**config.mk**
```make
export PLATFORM = sky130hd
export DESIGN_NAME = window_tuple_injector
export DESIGN_NICKNAME = d
export VERILOG_FILES = /design/src/rtl/join_pkg.sv /design/src/rtl/tuple_skid_buffer.sv /design/src/rtl/window_tuple_injector.sv
export SDC_FILE = /design/constraint.sdc
export NUM_CORES = 1
export LEC_CHECK = 0
export BUFFER_PORTS_ARGS = -buffer_cell sky130_fd_sc_hd__buf_4
export CORE_MARGIN = 5
export CORE_UTILIZATION = 53
export CTS_CLUSTER_DIAMETER = 60
export CTS_CLUSTER_SIZE = 16
export DETAILED_ROUTE_END_ITERATION = 7
export PLACE_DENSITY_LB_ADDON = 0.12
export SLEW_MARGIN = 15
export SYNTH_ARGS = -nofsm -noshare
export SYNTH_HDL_FRONTEND = slang
export SYNTH_HIERARCHICAL = 1
export SYNTH_SLANG_ARGS = --single-unit
```
**constraint.sdc**
```tcl
create_clock -name aclk -period 3.1 [get_ports aclk]
set_input_delay 0.155 -clock aclk [delete_from_list [all_inputs] [get_ports aclk]]
set_output_delay 0.155 -clock aclk [all_outputs]
set_load 0.01 [all_outputs]
```
**src/rtl/join_pkg.sv**
```systemverilog
// rtl/join_pkg.sv - shared JoinCore window-tuple layout helpers and injector state encoding
//
// Window tuple layout: [WIDTH-1] valid, [127:64] ts, [63:32] des, [31:0] src.
package join_pkg;

    localparam int PARA_WINDOW_TUPLE_WIDTH = 129;

    typedef enum logic [1:0] {
        ST_IDLE  = 2'd0,
        ST_RUN   = 2'd1,
        ST_DRAIN = 2'd2,
        ST_DONE  = 2'd3
    } inj_state_e;

    function automatic int wt_valid_bit(input int width);
        return width - 1;
    endfunction

    function automatic logic [31:0] wt_src(input logic [127:0] p);
        return p[31:0];
    endfunction

    function automatic logic [31:0] wt_des(input logic [127:0] p);
        return p[63:32];
    endfunction

    function automatic logic [63:0] wt_ts(input logic [127:0] p);
        return p[127:64];
    endfunction

    function automatic logic [127:0] wt_payload(input logic [63:0] ts, input logic [31:0] des,
                                                input logic [31:0] src);
        return {ts, des, src};
    endfunction

endpackage

```
**src/rtl/tuple_skid_buffer.sv**
```systemverilog
// rtl/tuple_skid_buffer.sv - 2-entry valid/ready buffer with fall-through when empty
//
// Ports:
//   aclk, aresetn        clock, synchronous active-low reset
//   s_tdata, s_tvalid    write side; s_tvalid is an already-accepted beat (caller honours level)
//   m_tdata, m_tvalid    read side; shows the head entry, or the incoming beat when empty
//   m_tready             read side ready; a pop happens on m_tvalid & m_tready
//   level, level_next    occupancy now and after the coming edge (0..2)
module tuple_skid_buffer #(
    parameter int WIDTH = 128
) (
    input  logic             aclk,
    input  logic             aresetn,
    input  logic [WIDTH-1:0] s_tdata,
    input  logic             s_tvalid,
    output logic [WIDTH-1:0] m_tdata,
    output logic             m_tvalid,
    input  logic             m_tready,
    output logic [1:0]       level,
    output logic [1:0]       level_next
);

    logic [WIDTH-1:0] mem0_q, mem0_d;
    logic [WIDTH-1:0] mem1_q, mem1_d;
    logic [1:0]       level_q, level_d;
    logic             pop;

    // When empty, the incoming beat is presented straight through so it can
    // reach the consumer in the same cycle it is accepted.
    assign m_tvalid   = (level_q != 2'd0) | s_tvalid;
    assign m_tdata    = (level_q != 2'd0) ? mem0_q : s_tdata;
    assign pop        = m_tvalid & m_tready;
    assign level      = level_q;
    assign level_next = level_d;

    always_comb begin
        mem0_d  = mem0_q;
        mem1_d  = mem1_q;
        level_d = level_q;
        case (level_q)
            2'd0: begin
                if (s_tvalid && !pop) begin
                    mem0_d  = s_tdata;
                    level_d = 2'd1;
                end
            end
            2'd1: begin
                if (s_tvalid && pop) begin
                    mem0_d = s_tdata;
                end else if (s_tvalid) begin
                    mem1_d  = s_tdata;
                    level_d = 2'd2;
                end else if (pop) begin
                    level_d = 2'd0;
                end
            end
            2'd2: begin
                if (pop) begin
                    mem0_d  = mem1_q;
                    level_d = 2'd1;
                    if (s_tvalid) begin
                        mem1_d  = s_tdata;
                        level_d = 2'd2;
                    end
                end
            end
            default: level_d = 2'd0;
        endcase
    end

    always_ff @(posedge aclk) begin
        if (!aresetn) begin
            mem0_q  <= '0;
            mem1_q  <= '0;
            level_q <= 2'd0;
        end else begin
            mem0_q  <= mem0_d;
            mem1_q  <= mem1_d;
            level_q <= level_d;
        end
    end

endmodule

```
**src/rtl/window_tuple_injector.sv**
```systemverilog
// rtl/window_tuple_injector.sv - AXIS-to-stage-0 window tuple injector with batch control
//
// Ports:
//   aclk, aresetn                 clock, synchronous active-low reset
//   start, tuple_total            batch start pulse and tuple count (sampled in IDLE)
//   s_axis_t{data,valid,ready,last}  upstream tuple payload stream
//   window_tuple_output           registered tuple {valid, payload} to stage 0
//   window_stage_full_input       stage-0 full flag; blocks transfers
//   inject_count, busy, done, short_batch  batch status
module window_tuple_injector
    import join_pkg::*;
#(
    parameter int WINDOW_TUPLE_WIDTH = PARA_WINDOW_TUPLE_WIDTH,
    parameter int COUNT_WIDTH        = 32
) (
    input  logic                          aclk,
    input  logic                          aresetn,
    input  logic                          start,
    input  logic [COUNT_WIDTH-1:0]        tuple_total,
    input  logic [WINDOW_TUPLE_WIDTH-2:0] s_axis_tdata,
    input  logic                          s_axis_tvalid,
    output logic                          s_axis_tready,
    input  logic                          s_axis_tlast,
    output logic [WINDOW_TUPLE_WIDTH-1:0] window_tuple_output,
    input  logic                          window_stage_full_input,
    output logic [COUNT_WIDTH-1:0]        inject_count,
    output logic                          busy,
    output logic                          done,
    output logic                          short_batch
);

    localparam int VB = wt_valid_bit(WINDOW_TUPLE_WIDTH);
    localparam int PW = WINDOW_TUPLE_WIDTH - 1;

    inj_state_e                    state_q, state_d;
    logic [COUNT_WIDTH-1:0]        total_q, total_d;
    logic [COUNT_WIDTH-1:0]        accepted_q, accepted_d;
    logic [COUNT_WIDTH-1:0]        inject_q, inject_d;
    logic                          tlast_seen_q, tlast_seen_d;
    logic                          short_q, short_d;
    logic                          tready_q, tready_d;
    logic                          busy_q, busy_d;
    logic                          done_q, done_d;
    logic [WINDOW_TUPLE_WIDTH-1:0] out_q, out_d;

    logic          accept;
    logic          xfer;
    logic          out_load;
    logic [PW-1:0] buf_tdata;
    logic          buf_tvalid;
    logic [1:0]    buf_level;
    logic [1:0]    buf_level_next;

    assign accept   = s_axis_tvalid & tready_q;
    assign xfer     = out_q[VB] & ~window_stage_full_input;
    // Output register may take a new tuple when empty or handing its tuple over.
    assign out_load = ~out_q[VB] | xfer;

    tuple_skid_buffer #(
        .WIDTH(PW)
    ) u_skid (
        .aclk       (aclk),
        .aresetn    (aresetn),
        .s_tdata    (s_axis_tdata),
        .s_tvalid   (accept),
        .m_tdata    (buf_tdata),
        .m_tvalid   (buf_tvalid),
        .m_tready   (out_load),
        .level      (buf_level),
        .level_next (buf_level_next)
    );

    always_comb begin
        state_d      = state_q;
        total_d      = total_q;
        accepted_d   = accepted_q;
        inject_d     = inject_q;
        tlast_seen_d = tlast_seen_q;
        short_d      = short_q;
        out_d        = out_q;

        if (out_load) begin
            out_d = buf_tvalid ? {1'b1, buf_tdata} : '0;
        end
        // Saturate at the programmed total so the count can never wrap.
        if (xfer && (inject_q != total_q)) begin
            inject_d = inject_q + COUNT_WIDTH'(1);
        end

        case (state_q)
            ST_IDLE: begin
                if (start) begin
                    total_d      = tuple_total;
                    accepted_d   = '0;
                    inject_d     = '0;
                    tlast_seen_d = 1'b0;
                    short_d      = 1'b0;
                    state_d      = (tuple_total == '0) ? ST_DONE : ST_RUN;
                end
            end
            ST_RUN: begin
                if (accept) begin
                    accepted_d = accepted_q + COUNT_WIDTH'(1);
                    if (s_axis_tlast) begin
                        tlast_seen_d = 1'b1;
                        short_d      = ({1'b0, accepted_q} + (COUNT_WIDTH + 1)'(1)) < {1'b0, total_q};
                        state_d      = ST_DRAIN;
                    end else if (accepted_d == total_q) begin
                        state_d = ST_DRAIN;
                    end
                end
            end
            ST_DRAIN: begin
                if ((buf_level == 2'd0) && !out_q[VB]) begin
                    state_d = ST_DONE;
                end
            end
            default: state_d = ST_IDLE;
        endcase
    end

    // Ready is registered from the post-edge buffer level, so a beat is never
    // offered room that the coming edge has already filled.
    assign tready_d = (state_d == ST_RUN) && (buf_level_next != 2'd2) &&
                      (accepted_d < total_d) && !tlast_seen_d;
    assign busy_d   = (state_d == ST_RUN) || (state_d == ST_DRAIN);
    assign done_d   = (state_d == ST_DONE);

    always_ff @(posedge aclk) begin
        if (!aresetn) begin
            state_q      <= ST_IDLE;
            total_q      <= '0;
            accepted_q   <= '0;
            inject_q     <= '0;
            tlast_seen_q <= 1'b0;
            short_q      <= 1'b0;
            tready_q     <= 1'b0;
            busy_q       <= 1'b0;
            done_q       <= 1'b0;
            out_q        <= '0;
        end else begin
            state_q      <= state_d;
            total_q      <= total_d;
            accepted_q   <= accepted_d;
            inject_q     <= inject_d;
            tlast_seen_q <= tlast_seen_d;
            short_q      <= short_d;
            tready_q     <= tready_d;
            busy_q       <= busy_d;
            done_q       <= done_d;
            out_q        <= out_d;
        end
    end

    assign s_axis_tready       = tready_q;
    assign window_tuple_output = out_q;
    assign inject_count        = inject_q;
    assign busy                = busy_q;
    assign done                = done_q;
    assign short_batch         = short_q;

endmodule

```
==> results.md, run 1 <==
Timing:
- The number of pins exceeding their max-slew limit in the final report is 0.
- On the final layout, the worst hold slack is 0.0616 ns.
- Static timing analysis puts the maximum clock frequency at 0.308 GHz.
- The smallest clock period supported by the final layout is computed as 3.25 ns.
- The post-route setup TNS is -0.171 ns.
- The final-report hold violation count was 0.
- For the pin with the worst max-slew slack, the measured transition is 1.17 ns.
- The remaining max-slew budget at the tightest pin is 21.6%.
- Setup violations remaining at the end of the flow were counted as 2.
- The least setup slack across all paths after layout is -0.147 ns.
- Setup repair after global routing could not meet its margin everywhere.
- The worst path uses 105% of the clock period.
- Between clock sinks in the finished design, the worst skew comes to 0.0165 ns.

Worst setup path:
- The most critical setup path has its endpoint at s_axis_tready.
- The startpoint class of the critical path is a flop.
- The worst register-to-register path ends at s_axis_tready.
- The register-to-register path setup slack is -0.15 ns.
- The cell depth of the worst flop-to-flop path is 17.
- The critical path starts at accepted_q[15].
- The critical path required time is 3.62 ns.
- The setup path with the least slack is of type reg -> reg.
- STA classifies the critical path endpoint as a flop.
- The data arrival at the endpoint of the critical path is 3.77 ns.
- In this run the worst path has a maximum fanout of 2.
- The launching point of the worst reg2reg path is accepted_q[15].

Placement:
- The number of buffer cells added on primary ports is 330.
- At the placement stage, the worst setup path has a slack of -0.216 ns.
- The number of placed cells counting well taps is 3745.
- At the end of routability-driven placement, the weighted congestion stood at 0.908.
- The placed wire-length estimate is 50500 microns.

Floorplanning:
- The die covers 51700 sq um.
- The number of placed I/O pins is 331.
- The initial utilization of the core area, before any placement, comes to 53.6%.
- The core outline area is 46700 sq um.
- The die is 227 microns wide.
- The cell row count is 79.
- From bottom edge to top edge, the die measures 227 microns.

Clock tree:
- The maximum level of the CTS H-tree is 2.
- The CTS tree is built.
- The clock transition time at the flip-flop clock pins of the worst setup and hold paths is 0.07 ns.
- The clock passes through at most 3 buffers.
- The number of buffers created by CTS is 43.
- The total number of clock tree sinks is 490.
- The clock tree root buffer cell is sky130_fd_sc_hd__clkbuf_16.
- The clock reaches the later pin of the worst-skew pair after 0.57 ns.

Detailed routing:
- The number of iterations in the first detailed-routing pass is 5.
- The per-cell routed wire length is 20.3 microns.
- For this block, the initial DRC count from the detailed router was 1944.
- In the routed layout, each cell is associated on average with a via count of 6.00.
- The wire length after detailed routing is 81400 microns.
- The detailed router placed 24000 vias in this run.
- Once detail routing completed, the nets flagged for antenna violations numbered 0.
- The DRC violation count after routing is 0.

Worst hold path:
- The worst min-delay path category is in -> reg.

Run status:
- The run finished, with violations left.
- The final reports fail on negative setup slack.

Logic synthesis:
- The most used flip-flop cell after synthesis is sky130_fd_sc_hd__dfxtp_1.
- After Yosys synthesis, XOR and XNOR cells account for 2.38% of the synthesized area.
- The count of yosys warnings during synthesis is 6.
- After synthesis, the largest family of logic cells by area is simple AND/OR/NAND/NOR gates.
- Yosys mapped a number of flops with a built-in enable equal to 0.
- The largest total area in the synthesized netlist belongs to sky130_fd_sc_hd__dfxtp_1.
- The area of the mapped netlist is 25000 sq um.
- After synthesis, the largest area contributor takes up 39.2% of total cell area.
- By area the synthesized netlist is led by sky130_fd_sc_hd__dfxtp_1, sky130_fd_sc_hd__nand2_1, sky130_fd_sc_hd__mux2_2, sky130_fd_sc_hd__mux2i_1, sky130_fd_sc_hd__a311oi_1.
- The synthesized-area fraction occupied by ao, oa, aoi and oai cells is 17.2%.
- The post-synthesis cell type count is 74.
- The gate count of the mapped netlist is 2934.
- The multiplexer area fraction after synthesis is 11.0%.
- The total nets after synthesis is 3168.
- The async set-reset flop share out of synthesis is 0%.
- The area share of fa/ha/maj cells after synthesis is 3.40%.
- The post-synthesis sequential area ratio is 39.2%.
- After synthesis the netlist holds a flip-flop and latch count of 490.
- Of the total synthesized cell area, the portion taken by AND, OR, NAND and NOR gates is 21.0%.
- A synthesized cell averages 8.53 sq um.

Power and ir drop:
- The static leakage power is 12.4 nW.
- In this run the power density over the cells is 434 nW/um^2.
- The total power is 13.7 mW.
- The worst voltage drop across the vdd grid is 0.000401 V.

Global routing:
- The remaining global-route overflow is 0.
- Entering global routing, the biggest net connects 137 pins.
- The via count of the first global-routing pass is 23300.
- The first global-routing pass estimated 128000 microns of wire.
- Global routing used 30.1% of the available tracks.
- The initial antenna violation count was 9.

Cells and area:
- The count of fill cells added during filler insertion is 3740.
- The number of nets in the layout is 3594.
- Compared with the post-synthesis result, the final layout area differs by 26.6%.
- The finished layout holds 4003 standard cells, fillers aside.
- The area of combinational cells with multiple inputs is 14000 sq um.
- The fraction of final layout cells with drive strength greater than 1 is 21.6%.
- In the final layout, flip-flops and latches occupy 9820 sq um.

Job:
- Max-cap violations in this run came to 0.
## per-stage QoR
step                instance area (sq um)  util (%)
floorplan                           25100         -
global placement                    28300      60.7
detailed placement                  28300      60.7
CTS                                 31500      67.6
global route                        31700      67.9
finish                              31700      67.9
## worst min-delay path by stage
stage                             from                 to  slack (ns)  cells past startpoint
2_1_floorplan          s_axis_tdata[0]   u_skid/mem1_q[0]        0.30                      2
3_3_place_gp          s_axis_tdata[85]  u_skid/mem1_q[85]        0.43                      3
3_5_place_dp          s_axis_tdata[91]  u_skid/mem1_q[91]        0.44                      3
4_1_cts        window_stage_full_input    inject_count[0]        0.03                      4
5_1_grt        window_stage_full_input    inject_count[0]         0.1                      4
6_report       window_stage_full_input    inject_count[0]        0.06                      4
## layout make-up
| type | instances | area share, % |
|---|---|---|
| clock inverters | 18 | 0.805 |
| inverters | 46 | 0.561 |
| repair buffers | 638 | 17.2 |
| multi-input cells | 2141 | 44.2 |
| well taps | 607 | 2.40 |
| diodes | 10 | 0.0790 |
| clock buffers | 53 | 3.81 |
| flip-flops and latches | 490 | 31.0 |
## synth_stat cells, types with 3 or more instances
cell type / count
sky130_fd_sc_hd__buf_6: 27
sky130_fd_sc_hd__and2_1: 40
sky130_fd_sc_hd__a211oi_1: 132
sky130_fd_sc_hd__xnor2_1: 23
sky130_fd_sc_hd__buf_2: 74
sky130_fd_sc_hd__dfxtp_1: 490
sky130_fd_sc_hd__xor2_1: 45
sky130_fd_sc_hd__mux2_2: 129
sky130_fd_sc_hd__o21a_1: 5
sky130_fd_sc_hd__buf_4: 6
sky130_fd_sc_hd__nor3_1: 11
sky130_fd_sc_hd__o21ai_0: 44
sky130_fd_sc_hd__or3_1: 11
sky130_fd_sc_hd__a21boi_0: 131
sky130_fd_sc_hd__inv_1: 46
sky130_fd_sc_hd__nor3b_1: 3
sky130_fd_sc_hd__and4_1: 6
sky130_fd_sc_hd__o31ai_1: 18
sky130_fd_sc_hd__a31oi_1: 11
sky130_fd_sc_hd__nor4_4: 3
sky130_fd_sc_hd__nand2_1: 711
sky130_fd_sc_hd__clkbuf_1: 147
sky130_fd_sc_hd__nand2b_1: 8
sky130_fd_sc_hd__o211ai_1: 12
sky130_fd_sc_hd__nor2b_1: 42
sky130_fd_sc_hd__nor2_1: 65
sky130_fd_sc_hd__or2_2: 4
sky130_fd_sc_hd__a311oi_1: 128
sky130_fd_sc_hd__mux2i_1: 130
sky130_fd_sc_hd__and3_1: 12
sky130_fd_sc_hd__a21oi_1: 74
sky130_fd_sc_hd__o22ai_1: 3
sky130_fd_sc_hd__buf_1: 3
sky130_fd_sc_hd__ha_1: 68
sky130_fd_sc_hd__nor4_1: 19
sky130_fd_sc_hd__nand3_1: 153
sky130_fd_sc_hd__nand4_1: 29
sky130_fd_sc_hd__a21o_1: 12
sky130_fd_sc_hd__or4_1: 13
## report_power, final
part	internal, mW	switching (mW)
registers	6.38	0.0641
logic	0.698	0.854
clock network	3.20	2.55
total	10.3	3.47
## critical path, stage by stage (launching register included)
cell and delay, ns:
sky130_fd_sc_hd__dfxtp_1 0.38, sky130_fd_sc_hd__nand3_4 0.07, sky130_fd_sc_hd__or4_4 0.59, sky130_fd_sc_hd__nor3_4 0.19, sky130_fd_sc_hd__nand3_2 0.14, sky130_fd_sc_hd__xnor2_2 0.16
sky130_fd_sc_hd__ha_1 0.29, sky130_fd_sc_hd__nand4_1 0.15, sky130_fd_sc_hd__nor4_4 0.06, sky130_fd_sc_hd__a21oi_4 0.17, sky130_fd_sc_hd__nor2_2 0.06, sky130_fd_sc_hd__o22ai_2 0.12
sky130_fd_sc_hd__ha_1 0.17, sky130_fd_sc_hd__nand2_1 0.06, sky130_fd_sc_hd__nor3_2 0.10, sky130_fd_sc_hd__nand3_1 0.10, sky130_fd_sc_hd__a211oi_1 0.18, sky130_fd_sc_hd__o221a_2 0.20
## per-layer routing
| layer | GRT usage (%) | vias to the layer above | share of wire, % |
|---|---|---|---|
| li1 | - | 11300 | - |
| met1 | 40.9 | 11700 | 43 |
| met2 | 49.0 | 948 | 47 |
| met3 | 4.42 | 168 | 7.0 |
| met4 | 10.7 | 0 | 3.3 |
| met5 | 0 | - | 0 |
## sequential cells by signal, indices dropped and copies added (netlist names)
name	cells
u_skid/level	2
u_skid/mem1_q	128
u_skid/mem0_q	128
window_tuple_output	129
busy	1
inject_count	32
s_axis_tready	1
total_q	32
accepted_q	32
state_q	2
done	1
short_batch	1
tlast_seen_q	1
## cell families after synthesis
logic type,after synthesis
fa+ha+maj,68
mux,259
simple gates,1155
flops,490
buf+inv,303
compound gates,591
xor+xnor,68
## what timing repair did
item / CTS / global route
resized for setup: 6 / 20
hold endpoints to repair: 312 / 0
setup endpoints to repair: 2 / 5
gates cloned: 1 / 0
pin swaps: 4 / 6
hold buffers: 173 / 0
setup buffers: 0 / 3
## placed cells by master, fill, tap and decap left out, drive strengths merged, types with 8 or more instances in the layout
master	instances
a21o	12
nor2	66
nor3	14
and2	40
clkbuf	53
a21boi	131
nand3	156
nor4	22
or3	14
a31oi	11
mux2	129
buf	465
nand2b	8
inv	50
o31ai	18
nand2	711
xnor2	23
diode	10
a311oi	128
a211oi	132
mux2i	130
dlygate4sd3	173
nor2b	42
o21ai	45
xor2	45
a21oi	74
nand4	31
or4	14
dfxtp	490
and3	12
o211ai	12
ha	68
Note: power is estimated with default switching activity, not from simulation.
==> run 2, diff against run 1 <==
--- a/config.mk
+++ b/config.mk
@@ -7,7 +7,7 @@
 export LEC_CHECK = 0
 export BUFFER_PORTS_ARGS = -buffer_cell sky130_fd_sc_hd__buf_4
 export CORE_MARGIN = 5
-export CORE_UTILIZATION = 53
+export CORE_UTILIZATION = 58
 export CTS_CLUSTER_DIAMETER = 60
 export CTS_CLUSTER_SIZE = 16
 export DETAILED_ROUTE_END_ITERATION = 7
==> constraint.sdc (replaced) <==
create_clock -name aclk -period 3 [get_ports aclk]
set_input_delay 0.15 -clock aclk [delete_from_list [all_inputs] [get_ports aclk]]
set_output_delay 0.15 -clock aclk [all_outputs]
set_load 0.01 [all_outputs]
==> run 2 against run 1 <==
Against the previous run:
- worst hold slack got worse by 0.0074 ns
- the flow still finishes with violations (negative setup slack)
- clock power hardly changed
- largest power group unchanged
- global-route usage is 2.8 points higher
- critical path depth grew 2
- via count up 0.55%
- largest cell class unchanged
- first-iteration DRC count rose by 35%
- fmax fell by 0.48%
- combinational power grew 4%
- highest routed layer is now met5
- worst setup slack got worse by 0.12 ns
- sequential cell count did not move
- register-to-register slack worse by 0.12 ns
==> results.md, run 2 (synthesis results as in run 1) <==
Placement:
- The placed wire-length estimate came to 51100 microns (+1.3%).
- The number of placed cells counting well taps is 3729 (-0.43%).
- The global placement routability congestion is 0.941 (+3.7%).
- The area after detailed placement was 28300 sq um (about the same).
- The number of buffer cells added on primary ports is 330 (unchanged).

Worst setup path:
- STA classifies the critical path endpoint as a flop.
- The data arrival at the endpoint of the critical path came to 3.72 ns (-0.05 ns).
- The critical path required time came to 3.46 ns (-0.16 ns).
- The endpoint of the most critical setup path is s_axis_tready.
- The cell depth of the worst flop-to-flop path is 19 (+2).
- The endpoint identified for the worst register-to-register timing path is s_axis_tready.
- The launching point of the worst reg2reg path is accepted_q[0].
- The register-to-register path setup slack is -0.26 ns (-0.12 ns).
- The worst setup path is launched from a flop.
- The top fanout value on the critical path is 5 (+3).
- The critical path is of the reg -> reg type.
- The critical path launch point is accepted_q[0].

Cells and area:
- The final instance count without filler cells is 3977 (-0.65%).
- The area overhead of the layout relative to synthesis is 26.3%.
- The fraction of final layout cells with drive strength greater than 1 came to 22.2% (+0.66 points).
- The final non-filler cell area was 31600 sq um (-0.25%).
- The top cell types in the final layout, fill and taps aside, are sky130_fd_sc_hd__nand2_1, sky130_fd_sc_hd__dfxtp_1, sky130_fd_sc_hd__buf_4.
- The flip-flop count of the largest register after layout came to 129 (unchanged).
- The leading cell type in the layout, fill and taps excluded is sky130_fd_sc_hd__nand2_1.
- The number of nets in the layout was 3594 (unchanged).

Clock tree:
- The total number of clock tree sinks was 490 (unchanged).
- The CTS tree is built.
- The clock transition time at the flip-flop clock pins of the worst setup and hold paths is 0.07 ns (about the same).
- The clock tree root buffer cell is sky130_fd_sc_hd__clkbuf_16.
- The number of buffers created by CTS is 43 (unchanged).
- The insertion delay of the later-clocked pin in the worst-skew pair came to 0.58 ns (about the same).
- The maximum level of the CTS H-tree was 2 (unchanged).
- The clock tree buffer depth is 3 (unchanged).

Run status:
- The checks that failed: negative setup slack.
- The flow ran to the end, but the final reports show violations.

Floorplanning:
- The core outline area is 42900 sq um (-8.1%).
- The vertical die dimension is 218 microns (-4.2%).
- The number of placed I/O pins is 331 (unchanged).
- The cell row count is 76 (-3.8%).
- The full die area was 47400 sq um (-8.2%).
- The horizontal extent of the die is 218 microns (-4.2%).
- The starting utilization of the core area is 58.4% (+4.7 points).

Global routing:
- The via count of the first global-routing pass is 23400 (+0.41%).
- The initial antenna violation count is 8 (-1).
- The global-route total usage across every layer is 32.9% (+2.8 points).
- The wire length of the first global-routing pass is 129000 microns (+0.60%).
- The largest net degree at the start of global routing was 180 (+31%).
- The remaining global-route overflow is 0 (unchanged).

Detailed routing:
- The number of vias after detailed routing came to 24200 (+0.55%).
- The violation count after the first detailed-route iteration came to 2617 (+35%).
- The DRC violation count after routing is 0 (unchanged).
- The per-cell routed wire length is 20.6 microns (+1.4%).
- The number of iterations in the first detailed-routing pass is 6 (+1).
- The remaining antenna violation count after routing is 0 (unchanged).
- The wire length after detailed routing came to 82000 microns (+0.77%).
- The per-cell via count in the routed design is 6.07 (+1.2%).

Power and ir drop:
- The static leakage power was 12.3 nW (about the same).
- The internal power contribution came to 10.4 mW (+1.2%).
- The switching part of the total came to 25.8% (+0.58 points).
- The sequential share of power is 47.5% (+0.6 points).
- The combinational cell fraction of total power was 11.5% (+0.2 points).
- The net switching power of the design was 3.62 mW (+4.3%).
- The power share of the clock group is 41.0% (-0.9 points).
- The power density over the cells was 444 nW/um^2 (+2.3%).
- The worst voltage drop across the vdd grid is 0.000433 V (+8.0%).

Worst hold path:
- The worst min-delay path category is in -> reg.

Timing:
- The minimum clock period is 3.26 ns (+0.0157 ns).
- The final-report setup violation count is 4 (+2).
- The post-route clock period utilization is 109% (+4.0 points).
- The least setup slack across all paths after layout came to -0.262 ns (-0.116 ns).
- Setup repair after global routing could not meet its margin everywhere.
- The achievable clock frequency is 0.307 GHz (-0.48%).
- The number of pins exceeding their max-slew limit in the final report is 0 (unchanged).
- The actual transition at the worst max-transition pin is 1.16 ns (-0.0120 ns).
- The remaining max-slew budget at the tightest pin is 22.7% (+1.1 points).
- The setup skew after layout is 0.0310 ns (+0.0145 ns).
- The final-report hold violation count is 0 (unchanged).

Job:
- The max-cap check violation count came to 0 (unchanged).
run 2: cell count changes in the layout (fill, tap and decap cells not counted), sizes merged:
cell / before / now
clkbuf: 53 / 49
bufinv: 5 / 3
buf: 465 / 476
clkinv: 6 / 11
clkinvlp: 3 / 2
diode: 10 / 8
dlygate4sd3: 173 / 162
run 2: critical path: stages, from the launching register on:
cell                       delay (ns)
sky130_fd_sc_hd__dfxtp_4         0.36
sky130_fd_sc_hd__ha_4            0.13
sky130_fd_sc_hd__nand4_1         0.19
sky130_fd_sc_hd__nor4_4          0.27
sky130_fd_sc_hd__buf_6           0.18
sky130_fd_sc_hd__nand3_4         0.09
sky130_fd_sc_hd__nor2_4          0.13
sky130_fd_sc_hd__xnor2_2         0.06
sky130_fd_sc_hd__ha_1            0.30
sky130_fd_sc_hd__nand4_1         0.17
sky130_fd_sc_hd__nor4_2          0.35
sky130_fd_sc_hd__a21oi_2         0.12
sky130_fd_sc_hd__o22ai_2         0.19
sky130_fd_sc_hd__inv_1           0.06
sky130_fd_sc_hd__ha_1            0.17
sky130_fd_sc_hd__nand2_1         0.06
sky130_fd_sc_hd__nor3_1          0.04
sky130_fd_sc_hd__nand3_1         0.11
sky130_fd_sc_hd__a211oi_2        0.04
sky130_fd_sc_hd__o221a_2         0.13
run 2: repair_timing:
action	CTS	global route
hold buffers	162	0
endpoints found under the setup margin	4	6
buffers inserted	1	7
pin swaps	5	19
hold endpoints to repair	298	0
gates cloned	0	1
gates resized for setup	19	22
run 2: area by class of cell:
type | instances | area (sq um)
tap | 585 | 732
inverter | 46 | 178
timing repair buffer | 638 | 5410
clock buffer | 49 | 1160
multi-input combinational | 2141 | 14000
fill | 3246 | 11300
antenna | 8 | 20.0
clock inverter | 20 | 253
sequential | 490 | 9830
run 2: worst min-delay path by stage:
stage                       startpoint                end  slack (ns)  depth (start not counted)
6_report       window_stage_full_input    inject_count[1]        0.05                          4
5_1_grt                        aresetn    inject_count[3]        0.06                          3
4_1_cts        window_stage_full_input    inject_count[0]        0.01                          4
3_5_place_dp          s_axis_tdata[78]  u_skid/mem1_q[78]        0.43                          3
3_3_place_gp          s_axis_tdata[24]  u_skid/mem1_q[24]        0.42                          3
2_1_floorplan          s_axis_tdata[0]   u_skid/mem1_q[0]        0.29                          2
run 2: per-stage QoR:
stage / util, % / setup WS, ns / TNS, ns / hold slack [ns] / total power, mW
floorplan: - / -0.102 / -0.102 / 0.292 / 7.55
global placement: 66.0 / -0.270 / -0.311 / 0.422 / 8.16
detailed placement: 66.0 / -0.323 / -0.597 / 0.430 / 8.19
CTS: 73.3 / -0.249 / -0.360 / 0.0115 / 14.1
global route: 73.7 / -0.403 / -1.22 / 0.0632 / 14.5
finish: 73.7 / -0.262 / -0.537 / 0.0542 / 14.0
run 2: power groups by stage:
stage | combinational (mW) | sequential [mW] | clock, mW
floorplan | 0.742 | 6.81 | 0
global placement | 1.36 | 6.80 | 0
detailed placement | 1.38 | 6.81 | 0
CTS | 1.57 | 6.66 | 5.83
global route | 1.73 | 6.67 | 6.08
finish | 1.61 | 6.66 | 5.75
run 2: metal layers:
| layer | track usage (%) | part of all wire, % | vias up |
|---|---|---|---|
| li1 | - | - | 11200 |
| met1 | 45.3 | 42 | 11600 |
| met2 | 54.0 | 47 | 1121 |
| met3 | 4.60 | 7.8 | 183 |
| met4 | 10.2 | 3.1 | 2 |
| met5 | 0 | 0.0085 | - |
==> run 3, diff against run 2 <==
--- a/config.mk
+++ b/config.mk
@@ -9,9 +9,9 @@
 export CORE_MARGIN = 5
 export CORE_UTILIZATION = 58
 export CTS_CLUSTER_DIAMETER = 60
-export CTS_CLUSTER_SIZE = 16
 export DETAILED_ROUTE_END_ITERATION = 7
 export PLACE_DENSITY_LB_ADDON = 0.12
+export RECOVER_POWER = 100
 export SLEW_MARGIN = 15
 export SYNTH_ARGS = -nofsm -noshare
 export SYNTH_HDL_FRONTEND = slang
==> run 3 against run 2 <==
Against the previous run:
- routed wire length shrank 0.23%
- the flow still finishes with violations (negative setup slack)
- first-iteration DRC count down 16%
- highest routed layer is now met4
- sequential cell count stayed put
- largest cell class unchanged
==> results.md, run 3 (synthesis results as in run 1) <==
Run status:
- The run finished, with violations left.
- The checks that failed: negative setup slack.

Global routing:
- The via count of the first global-routing pass is 23600 (+0.87%).
- The largest net degree at the start of global routing was 180 (unchanged).
- The global routing usage on met1 is 44.9% (-0.31 points).
- The met2 demand-to-capacity share in global routing came to 53.6% (-0.44 points).
- The met3 demand-to-capacity share in global routing was 5.01% (+0.42 points).
- The remaining global-route overflow was 0 (unchanged).
- The wire length of the first global-routing pass was 129000 microns (+0.17%).
- The initial antenna violation count came to 6 (-2).
- met2 is the most crowded layer.
- The global-route total usage across every layer is 32.9% (+0.038 points).

Placement:
- The global placement routability congestion came to 0.941 (unchanged).
- The number of buffer cells added on primary ports is 330 (unchanged).
- The number of placed cells counting well taps was 3729 (unchanged).
- The placed wire-length estimate came to 51100 microns (unchanged).

Floorplanning:
- The core outline area is 42900 sq um (unchanged).
- The horizontal extent of the die is 218 microns (unchanged).
- The vertical die dimension came to 218 microns (unchanged).
- The full die area was 47400 sq um (unchanged).
- The cell row count was 76 (unchanged).
- The number of placed I/O pins is 331 (unchanged).
- The starting utilization of the core area is 58.4% (unchanged).

Detailed routing:
- The remaining antenna violation count after routing is 0 (unchanged).
- The DRC violation count after routing is 0 (unchanged).
- The number of iterations in the first detailed-routing pass is 6 (unchanged).
- The number of vias after detailed routing is 24000 (-0.44%).
- The wire length after detailed routing is 81800 microns (-0.23%).
- The per-cell routed wire length is 20.5 microns (-0.73%).
- The per-cell via count in the routed design is 6.02 (-0.94%).
- The violation count after the first detailed-route iteration came to 2208 (-16%).

Cells and area:
- The fraction of final layout cells with drive strength greater than 1 is 16.9% (-5.3 points).
- The final core utilization was 72.6% (-1.1 points).
- The final instance count without filler cells is 3997 (+0.50%).
- The flip-flop count of the largest register after layout is 129 (unchanged).
- The library cells used most frequently in the layout, excluding fill and tap cells, are sky130_fd_sc_hd__nand2_1, sky130_fd_sc_hd__dfxtp_1, sky130_fd_sc_hd__buf_4.
- Compared with the post-synthesis result, the final layout area differs by 24.3%.
- Leaving out fill and tap cells, the most frequent cell in the layout is sky130_fd_sc_hd__nand2_1.
- The number of nets in the layout is 3603 (+0.25%).

Power and ir drop:
- The worst voltage drop across the vdd grid was 0.000434 V (+0.17%).
- The total power came to 14.4 mW (+2.9%).
- The static leakage power is 11.7 nW (-5.2%).
- The power density over the cells was 464 nW/um^2 (+4.5%).

Worst setup path:
- The data arrival at the endpoint of the critical path is 3.81 ns (+0.09 ns).
- The startpoint class of the critical path is a flop.
- The critical path launch point is accepted_q[0].
- The critical path required time is 3.54 ns (+0.08 ns).
- The worst setup path is captured at a flop.
- The worst register-to-register path begins at accepted_q[0].
- The setup path with the least slack is of type reg -> reg.
- The top fanout value on the critical path is 5 (unchanged).

Clock tree:
- The clock tree buffer depth is 3 (unchanged).
- The CTS tree is built.
- The number of buffers created by CTS came to 54 (+26%).
- The maximum level of the CTS H-tree is 2 (unchanged).
- The clock transition time at the flip-flop clock pins of the worst setup and hold paths came to 0.06 ns (about the same).
- The total number of clock tree sinks is 490 (unchanged).
- Clock tree synthesis selected as its root buffer the cell sky130_fd_sc_hd__clkbuf_16.
- The insertion delay of the later-clocked pin in the worst-skew pair is 0.60 ns (+0.02 ns).

Timing:
- The actual transition at the worst max-transition pin came to 1.42 ns (+0.255 ns).
- The final-report hold violation count was 0 (unchanged).
- The post-route clock period utilization was 109% (+0.33 points).
- The remaining max-slew budget at the tightest pin is 5.66% (-17 points).
- The setup skew after layout is 0.0196 ns (-0.0114 ns).
- Setup repair after global routing could not meet its margin everywhere.
- The minimum hold slack is 0.0472 ns (-0.00698 ns).
- The number of pins exceeding their max-slew limit in the final report is 0 (unchanged).
- The final-report setup violation count is 86 (+82).
- The achievable clock frequency is 0.306 GHz (-0.30%).
- The least setup slack across all paths after layout was -0.272 ns (-0.00995 ns).
- The minimum clock period came to 3.27 ns (+0.00995 ns).

Worst hold path:
- The startpoint of the most critical hold path is window_stage_full_input.
- The worst min-delay path category is in -> reg.

Job:
- The max-cap check violation count is 0 (unchanged).
==> run 3: cell types whose count changed in the layout (fill, tap and decap cells not counted), sizes merged <==
cell,previous run,this run
clkinvlp,2,0
diode,8,7
clkbuf,49,250
clkinv,11,8
inv,50,48
bufinv,3,0
buf,476,306
==> run 3: layer usage <==
layer / share of wire (%) / wire length (microns)
met1: 43 / 34800
met2: 46 / 37900
met3: 7.6 / 6220
met4: 3.5 / 2900
met5: 0 / 0
==> run 3: repair_timing <==
item                                    in CTS  in global routing
pin swaps                                   12                 12
endpoints found under the setup margin       4                  6
hold buffers                               162                  0
resized for setup                           21                 19
cloned                                       0                  1
hold endpoints to repair                   305                  0
buffers inserted                             3                  5
==> run 3: path summary, 6_finish.rpt <==
path / to / slack (ns) / cells past startpoint
max: s_axis_tready / -0.27 / 18
min: inject_count[0] / 0.05 / 4
max reg2reg: s_axis_tready / -0.27 / 18
min reg2reg: window_tuple_output[9] / 0.46 / 2
==> run 3: final cells by class <==
cell class,count,area [sq um]
multi-input cells,2141,14000
fillers,3470,11800
flip-flops and latches,490,9830
repair buffers,636,4780
clock buffers,82,1540
well taps,585,732
inverters,46,175
clock inverters,10,72.6
diodes,7,17.5
==> run 3: metrics by stage <==
stage / worst slack, ns / setup TNS (ns) / area [sq um]
5_1_grt: -0.404 / -17.00 / 31100
3_5_place_dp: -0.323 / -0.597 / 28300
6_report: -0.272 / -5.96 / 31100
4_1_cts: -0.212 / -0.239 / 31700
2_1_floorplan: -0.102 / -0.102 / 25100
3_3_place_gp: -0.270 / -0.311 / 28300
==> run 3: worst max-delay path: stages (launching register included) <==
cell	delay, ns
sky130_fd_sc_hd__dfxtp_4	0.36
sky130_fd_sc_hd__ha_4	0.14
sky130_fd_sc_hd__nand4_1	0.18
sky130_fd_sc_hd__nor4_4	0.26
sky130_fd_sc_hd__buf_6	0.18
sky130_fd_sc_hd__and4_4	0.23
sky130_fd_sc_hd__xor2_1	0.16
sky130_fd_sc_hd__ha_1	0.28
sky130_fd_sc_hd__nand4_1	0.15
sky130_fd_sc_hd__nor4_2	0.06
sky130_fd_sc_hd__a21oi_2	0.20
sky130_fd_sc_hd__nor2_1	0.07
sky130_fd_sc_hd__o22ai_2	0.13
sky130_fd_sc_hd__ha_1	0.17
sky130_fd_sc_hd__nand2_1	0.05
sky130_fd_sc_hd__nor3_1	0.13
sky130_fd_sc_hd__nand3_1	0.12
sky130_fd_sc_hd__a211oi_2	0.15
sky130_fd_sc_hd__o221a_2	0.19
==> run 3: report_power, final <==
group	total (mW)	internal [mW]	switching (mW)
clock network	6.20	3.51	2.69
logic	1.57	0.683	0.884
registers	6.67	6.60	0.0647
total	14.4	10.8	3.64
